--- src/rtl/mem_dump_reader_pkg.sv ---
// Shared definitions for the data-memory dump reader.
// Holds the FSM state encoding, the word stride and the default widths.
package mem_dump_pkg;

    localparam int DEF_ADDR_W  = 32;
    localparam int DEF_CNT_W   = 16;
    localparam int WORD_STRIDE = 4;

    typedef enum logic [1:0] {
        IDLE,
        FETCH,
        PRESENT,
        FINISH
    } dumpState_t;

    function automatic logic isWordAligned(input logic [1:0] adrLsb);
        return adrLsb == 2'b00;
    endfunction

endpackage

--- src/rtl/mem_dump_reader_if.sv ---
// Data-memory read port and dump stream bundled between the reader and its surroundings.
// The master side is the reader; the slave side is the memory/consumer.
interface mem_dump_reader_if
    import mem_dump_pkg::*;
#(
    parameter int ADDR_W = DEF_ADDR_W
) ();

    logic              mem_rd_en;
    logic [ADDR_W-1:0] mem_adr;
    logic [31:0]       mem_rdata;
    logic              dump_valid;
    logic              dump_ready;
    logic [31:0]       dump_data;
    logic [ADDR_W-1:0] dump_adr;

    modport master (
        output mem_rd_en,
        output mem_adr,
        input  mem_rdata,
        output dump_valid,
        input  dump_ready,
        output dump_data,
        output dump_adr
    );

    modport slave (
        input  mem_rd_en,
        input  mem_adr,
        output mem_rdata,
        input  dump_valid,
        output dump_ready,
        input  dump_data,
        input  dump_adr
    );

endinterface

--- src/rtl/mem_dump_reader.sv ---
// Streams a block of 32-bit words out of data memory, one word per two cycles.
// Borrows the data-memory address only while fetching; the top level muxes it in.
module mem_dump_reader
    import mem_dump_pkg::*;
#(
    parameter int ADDR_W = DEF_ADDR_W,
    parameter int CNT_W  = DEF_CNT_W
) (
    input  logic               clk,
    input  logic               reset,
    input  logic               start,
    input  logic [ADDR_W-1:0]  base_adr,
    input  logic [CNT_W-1:0]   word_count,
    mem_dump_reader_if.master  bus,
    output logic               busy,
    output logic               done,
    output logic               err
);

    dumpState_t        state;
    dumpState_t        nextState;
    logic [ADDR_W-1:0] curAdr;
    logic [CNT_W-1:0]  remaining;
    logic [31:0]       dumpData;
    logic [ADDR_W-1:0] dumpAdr;
    logic              errPulse;
    logic              zeroDone;

    logic acceptStart;
    logic rejectStart;
    logic emptyStart;
    logic handshake;

    always_comb begin
        nextState   = state;
        acceptStart = 1'b0;
        rejectStart = 1'b0;
        emptyStart  = 1'b0;
        handshake   = 1'b0;
        case (state)
            IDLE: begin
                if (start) begin
                    if (!isWordAligned(base_adr[1:0])) begin
                        rejectStart = 1'b1;
                    end else if (word_count == '0) begin
                        emptyStart = 1'b1;
                    end else begin
                        acceptStart = 1'b1;
                        nextState   = FETCH;
                    end
                end
            end
            FETCH: nextState = PRESENT;
            PRESENT: begin
                if (bus.dump_ready) begin
                    handshake = 1'b1;
                    nextState = (remaining == CNT_W'(1)) ? FINISH : FETCH;
                end
            end
            FINISH:  nextState = IDLE;
            default: nextState = IDLE;
        endcase
    end

    always_ff @(posedge clk) begin
        if (reset) begin
            state     <= IDLE;
            curAdr    <= '0;
            remaining <= '0;
            dumpData  <= '0;
            dumpAdr   <= '0;
            errPulse  <= 1'b0;
            zeroDone  <= 1'b0;
        end else begin
            state    <= nextState;
            errPulse <= rejectStart;
            zeroDone <= emptyStart;
            if (acceptStart) begin
                curAdr    <= base_adr;
                remaining <= word_count;
            end
            // Memory read data is combinational from curAdr, so capture it at the end of FETCH.
            if (state == FETCH) begin
                dumpData <= bus.mem_rdata;
                dumpAdr  <= curAdr;
            end
            // The last word leaves curAdr and remaining untouched; counting down stops at 1.
            if (handshake && remaining != CNT_W'(1)) begin
                remaining <= remaining - CNT_W'(1);
                curAdr    <= curAdr + ADDR_W'(WORD_STRIDE);
            end
        end
    end

    assign bus.mem_rd_en  = (state == FETCH);
    assign bus.mem_adr    = curAdr;
    assign bus.dump_valid = (state == PRESENT);
    assign bus.dump_data  = dumpData;
    assign bus.dump_adr   = dumpAdr;
    assign busy           = (state != IDLE);
    assign done           = (state == FINISH) || zeroDone;
    assign err            = errPulse;

endmodule

--- src/flat_wrapper.sv ---
// flat-port wrapper written by rule: the top's interface ports become plain ports
module mem_dump_reader_flat import mem_dump_pkg::*;
#(
    parameter int ADDR_W = DEF_ADDR_W,
    parameter int CNT_W  = DEF_CNT_W
)
  (clk, reset, start, base_adr, word_count, busy, done, err, bus_mem_rd_en, bus_mem_adr, bus_mem_rdata, bus_dump_valid, bus_dump_ready, bus_dump_data, bus_dump_adr);
  mem_dump_reader_if #(.ADDR_W(ADDR_W)) bus_i ();
  input  logic clk;
  input  logic reset;
  input  logic start;
  input  logic [ADDR_W-1:0] base_adr;
  input  logic [CNT_W-1:0] word_count;
  output logic busy;
  output logic done;
  output logic err;
  output wire logic [$bits(bus_i.mem_rd_en)-1:0] bus_mem_rd_en;
  output wire logic [$bits(bus_i.mem_adr)-1:0] bus_mem_adr;
  input wire logic [$bits(bus_i.mem_rdata)-1:0] bus_mem_rdata;
  output wire logic [$bits(bus_i.dump_valid)-1:0] bus_dump_valid;
  input wire logic [$bits(bus_i.dump_ready)-1:0] bus_dump_ready;
  output wire logic [$bits(bus_i.dump_data)-1:0] bus_dump_data;
  output wire logic [$bits(bus_i.dump_adr)-1:0] bus_dump_adr;
  assign bus_mem_rd_en = bus_i.mem_rd_en;
  assign bus_mem_adr = bus_i.mem_adr;
  assign bus_i.mem_rdata = bus_mem_rdata;
  assign bus_dump_valid = bus_i.dump_valid;
  assign bus_i.dump_ready = bus_dump_ready;
  assign bus_dump_data = bus_i.dump_data;
  assign bus_dump_adr = bus_i.dump_adr;
  mem_dump_reader #(.ADDR_W(ADDR_W), .CNT_W(CNT_W)) u_core (.clk(clk), .reset(reset), .start(start), .base_adr(base_adr), .word_count(word_count), .bus(bus_i), .busy(busy), .done(done), .err(err));
endmodule
--- config.mk ---
export PLATFORM = sky130hd
export DESIGN_NAME = mem_dump_reader_flat
export DESIGN_NICKNAME = d
export VERILOG_FILES = /design/src/rtl/mem_dump_reader_pkg.sv /design/src/rtl/mem_dump_reader_if.sv /design/src/rtl/mem_dump_reader.sv /design/src/flat_wrapper.sv
export SDC_FILE = /design/constraint.sdc
export NUM_CORES = 1
export LEC_CHECK = 0
export ABC_AREA = 1
export BUFFER_PORTS_ARGS = -buffer_cell sky130_fd_sc_hd__clkbuf_2
export CELL_PAD_IN_SITES_DETAIL_PLACEMENT = 0
export CELL_PAD_IN_SITES_GLOBAL_PLACEMENT = 1
export CORE_AREA = 2 2 134 136
export DETAILED_ROUTE_END_ITERATION = 6
export DIE_AREA = 0 0 136 138
export PLACE_DENSITY_LB_ADDON = 0.1
export SKIP_CTS_REPAIR_TIMING = 1
export SLEW_MARGIN = 25
export SYNTH_ARGS = -nofsm -noshare
export SYNTH_HDL_FRONTEND = slang
export SYNTH_SLANG_ARGS = --single-unit
--- constraint.sdc ---
create_clock -name clk -period 1.9 [get_ports clk]
set_input_delay 0.38 -clock clk [delete_from_list [all_inputs] [get_ports clk]]
set_output_delay 0.38 -clock clk [all_outputs]
set_load 0.005 [all_outputs]
## Word-level counts from Yosys, hierarchy flattened

Cells that the tools add are included.

- Register bits: 116
- Latch bits: 0
- Memory bits (writable): 0
- ROM bits: 0
- Bits of input ports: 84
- Output and inout port bits: 101
- Word-level logic and storage cells: 49
- Memories: 0

- Add/sub/neg operators: 2
- Multipliers: 0
- Div/mod/pow operators: 0
- $lt $le $gt $ge: 0
- Eq/ne operators: 9
- Shift operators: 0
- Mux-type cells: 18
- Bitwise gates (word level): 3
- Reduce and logical (&&, ||, !) cells: 10

Operators with widths:

| operator | number |
|---|---|
| $mux W32 | 2 |
| $add A32 B3 Y32 const B | 1 |
| $mux W16 | 2 |
| $eq A16 B1 Y1 const B | 1 |
| $logic_not A16 Y1 | 1 |
| $ne A16 B1 Y1 const B | 1 |
| $sub A16 B1 Y16 const B | 1 |
| $mux W2 | 5 |
| $mux W1 | 8 |
| $pmux W2 S4 | 1 |
| $eq A2 B2 Y1 const B | 2 |
| $logic_not A2 Y1 | 2 |
| $ne A2 B1 Y1 const B | 2 |
| $ne A2 B2 Y1 const B | 2 |
| $reduce_and A4 Y1 | 1 |
| $reduce_bool A2 Y1 | 2 |
| $reduce_or A4 Y1 | 1 |
| $not A1 Y1 | 3 |
| $reduce_or A3 Y1 | 1 |
| $eq A2 B1 Y1 const B | 1 |
| $logic_and A1 B1 Y1 | 1 |
| $logic_or A1 B1 Y1 | 1 |

## Depth between registers and ports, before layout

- Word-level depth: 7
- Mapped depth: 12
- Mapped depth without buffers: 11

## Worst setup path before layout

OpenSTA, ideal clock, no wires.

- Path type: register to register
- From: register u_core.curAdr[2] (netlist: u_core.bus.mem_adr[2])
- To: register u_core.curAdr[18] (netlist: u_core.bus.mem_adr[18])
- Library setup time: 0.110 ns
- Arrival: 1.522 ns
- Required time: 1.790 ns
- Setup slack: 0.268 ns
- Stages on the path, launching flop included: 11
- Path buffers: 0
- Period minus slack after synthesis: 1.632 ns
- Path through: dfxtp_1 ha_1 nand3_1 inv_1 nand2_1 o21ai_0 nand2_1 nand2_1 nand3_1 nand2_1 inv_1

- Longest elaborated chain between the ends: 2

Ends and longest elaborated chain:

| item | line | source |
|---|---|---|
| from (decl) | mem_dump_reader.sv:22 | `logic [ADDR_W-1:0] curAdr;` |
| from (signal assigned) | mem_dump_reader.sv:79 | `curAdr <= base_adr;` |
| from (signal assigned) | mem_dump_reader.sv:90 | `curAdr <= curAdr + ADDR_W'(WORD_STRIDE);` |
| $add A32 B3 Y32 | mem_dump_reader.sv:90 |  |
| $mux W32 | mem_dump_reader.sv:88 | `if (handshake && remaining != CNT_W'(1)) begin` |

Every way passes these cells.
A chain may end at the register's enable or synchronous reset.

## Worst setup path in the final report

- From: register u_core.state[1]
- To: output port busy

- Longest elaborated chain between the ends: 1

Ends and longest elaborated chain:

| item | line | source |
|---|---|---|
| from (decl) | mem_dump_reader.sv:20 | `dumpState_t state;` |
| from (signal assigned) | mem_dump_reader.sv:75 | `state <= nextState;` |
| $reduce_bool A2 Y1 | mem_dump_reader.sv:100 | `assign busy = (state != IDLE);` |
| to (decl) | flat_wrapper.sv:14 | `output logic busy;` |

Every way passes these cells.

==> flow_summary.toml <==
[outcome]
status = "complete, no violations"

[route]
dr.pass1.iters = 5
routed_wl_microns = 20940
routedWlPerCell_microns = 15.14
ant_nets = 0
drc = 0
num_vias = 6506
via_per_inst = 4.704
drt-initial-drc-count = 299

[power]
power_w = 0.007173
power_switching_share = 0.3030
ir_drop_v = 0.0006028
p_int_w = 0.004999
leakage_nw = 3.727
clkPwrFrac = 0.434
p_per_area_nw_per_um2 = 913.4
p_switching_w = 0.002174
combinationalPowerShare = 0.178
p_seq_frac = 0.389

[setup_path]
worstSetupPathType = "reg -> out"
critPathArrivalTime_ns = 1.42
required_ns = 1.52
cp-start-kind = "register"
crit_path_end_kind = "primary output"
cp_max_fo = 13

[floorplan]
die_h_microns = 138
rows = 49
chipWidth_microns = 136
start_util = 0.3399
ios = 185
die_area_sq_um = 18770
core_area_sq_um = 17530

[grt]
top_usage_layer = "met2"
use_met3 = 0.06381
met1_usage = 0.3156
grt_max_degree = 48
grt_pass1_wl_microns = 33230
grt_pass1_vias = 6087
grt.overflow.total = 0
antenna_found_initial = 0
grt_use_total = 0.2267
grtUsageMet2 = 0.3444

[timing]
tightest_slew_ns = 0.6615
slew-limit-headroom = 0.5583
rsz0062_at_grt = "no"
post-route-min-period_ns = 1.800
period_share = 0.9474
final-setup-viol-count = 0
worst_slack_ns = 0.09994
fmax_mhz = 555.5
drv_slew = 0
hold_violations = 0
clock_skew_ns = 0.01669
hold-worst-slack_ns = 0.1779

[clock_network]
clock_path_buffers = 2
clkLatencyLatePin_ns = 0.42
ctsRootBufferMaster = "clkbuf_16"
cts_tree = "done"
h-tree-depth = 4
cts_sinks = 116
numCtsBuffers = 17
clk_pin_slew_worst_paths_ns = 0.06

[logic_synthesis]
synth_seq_cells = 116
synth_top_family_by_area = "simple AND/OR/NAND/NOR gates"
syn_nets = 1035
syn-cell-area_sq_um = 5961
synth-xor-area-share = 0.01029
synth-seq-area-share = 0.3896
synth_compound_gate_area_share = 0.1243
synth_top_area_cell = "dfxtp_1"
synth_mux_area_frac = 0
syn_avg_cell_area_sq_um = 6.288
synth_top_area_share = 0.3896
synthCells = 948
yosys_warnings = 0
synth-simple-area-share = 0.3762
yosysUniqueCellTypes = 28
synth_fa_ha_area_frac = 0.006297
yosys-top-cells-area = "dfxtp_1 (39%), nand2_1 (14%), nor2_1 (14%)"

[finish]
finish.utilization = 0.4479
nFillCells = 1956
nets = 1228
syn_to_final_growth_pct = 31.76
multiInputGateArea_sq_um = 3097
seq_area_sq_um = 2323
num_antenna_cells = 0
drive_gt1_frac = 0.2340

[placed_design]
pre_cts_ws_ns = 0.01841
gp_congestion = 0.8983
dp_hpwl_microns = 15450
port_buffers = 184

[worst_hold_path]
hp-class = "in -> reg"

[flow_run]
maxCapViolations = 0
[cells in the mapped netlist]
master,count
inv_2,3
nor3_1,3
xor2_1,5
or2_1,1
nor2_2,7
clkbuf_1,26
buf_4,7
nor4_1,1
ha_1,3
clkinv_4,1
nand2_1,224
nor2_4,1
nand3_4,1
nand3_1,60
buf_2,9
a21o_1,2
o21a_1,2
xnor2_1,2
nor2_1,219
clkinv_1,1
buf_6,2
nand4_1,22
nand3b_1,1
o21ai_0,76
a21oi_1,66
inv_1,84
dfxtp_1,116
nand2_4,3
[flip-flops by register name, indices dropped and copies added, names as in the netlist]
signal / count
u_core.bus.dump_adr: 32
u_core.bus.dump_data: 32
u_core.bus.mem_adr: 32
u_core.remaining: 16
u_core.state: 2
u_core.err: 1
u_core.zeroDone: 1
[power groups by stage]
stage / combinational (W) / clock, W / sequential (W)
floorplan: 0.000711 / 0 / 0.00283
global placement: 0.00128 / 0 / 0.00283
detailed placement: 0.00128 / 0 / 0.00283
CTS: 0.00129 / 0.00317 / 0.00279
global route: 0.00144 / 0.00328 / 0.00281
finish: 0.00127 / 0.00311 / 0.00279
[routing by layer]
layer | wire length, microns | part of all wire
met1 | 9989 | 0.48
met2 | 9223 | 0.44
met5 | 0 | 0
met3 | 1463 | 0.070
met4 | 268 | 0.013
[kinds of logic (layout without fill, tap and decap cells)]
logic type	Yosys count	after routing
AO/OA/AOI/OAI	146	146
XOR/XNOR	7	7
adder cells (fa/ha/maj)	3	3
buffers and inverters	133	339
flip-flops	116	116
AND/OR/NAND/NOR	543	543
[per-stage QoR]
step	setup TNS (ns)	std cells	instance area [sq um]
detailed placement	0	1351	7276
global route	0	1383	7854
global placement	-0.01352	1351	7276
floorplan	0	948	5961
finish	0	1383	7854
CTS	-0.08719	1383	7845
[critical path, cell delays in order, from the launching register on]
cell and delay [ns]:
dfxtp_1 0.37, nor2_4 0.19, buf_4 0.24, inv_1 0.07
clkbuf_2 0.12
[placed cells by master, fill, tap and decap left out, types with 4 or more instances in the layout]
cell type,instances
nand2_1,224
dfxtp_1,115
clkinvlp_4,5
nor2_1,217
a21oi_1,66
o21ai_0,76
clkbuf_2,184
buf_4,29
buf_12,5
inv_2,4
clkbuf_16,17
nand3_1,60
xor2_1,5
nor2_2,7
inv_1,84
nand4_1,22
clkinv_4,5
[layout make-up]
type / count / area share
Tap cell: 229 / 0.03648
Timing Repair Buffer: 218 / 0.1577
Sequential cell: 116 / 0.2958
Clock inverter: 14 / 0.01657
Multi-Input combinational cell: 699 / 0.3943
Inverter: 89 / 0.04317
Clock buffer: 18 / 0.05592
[path summary, 6_finish.rpt]
path	start	end	slack [ns]	cells after the start
setup / recovery	u_core.state[1]	busy	0.1	4
hold / removal	bus_mem_rdata[28]	u_core.bus.dump_data[28]	0.18	3
setup reg to reg	u_core.bus.mem_adr[2]	u_core.bus.mem_adr[18]	0.15	10
hold reg to reg	u_core.remaining[1]	u_core.remaining[1]	0.46	2
Power figures use the tool's default switching activity.
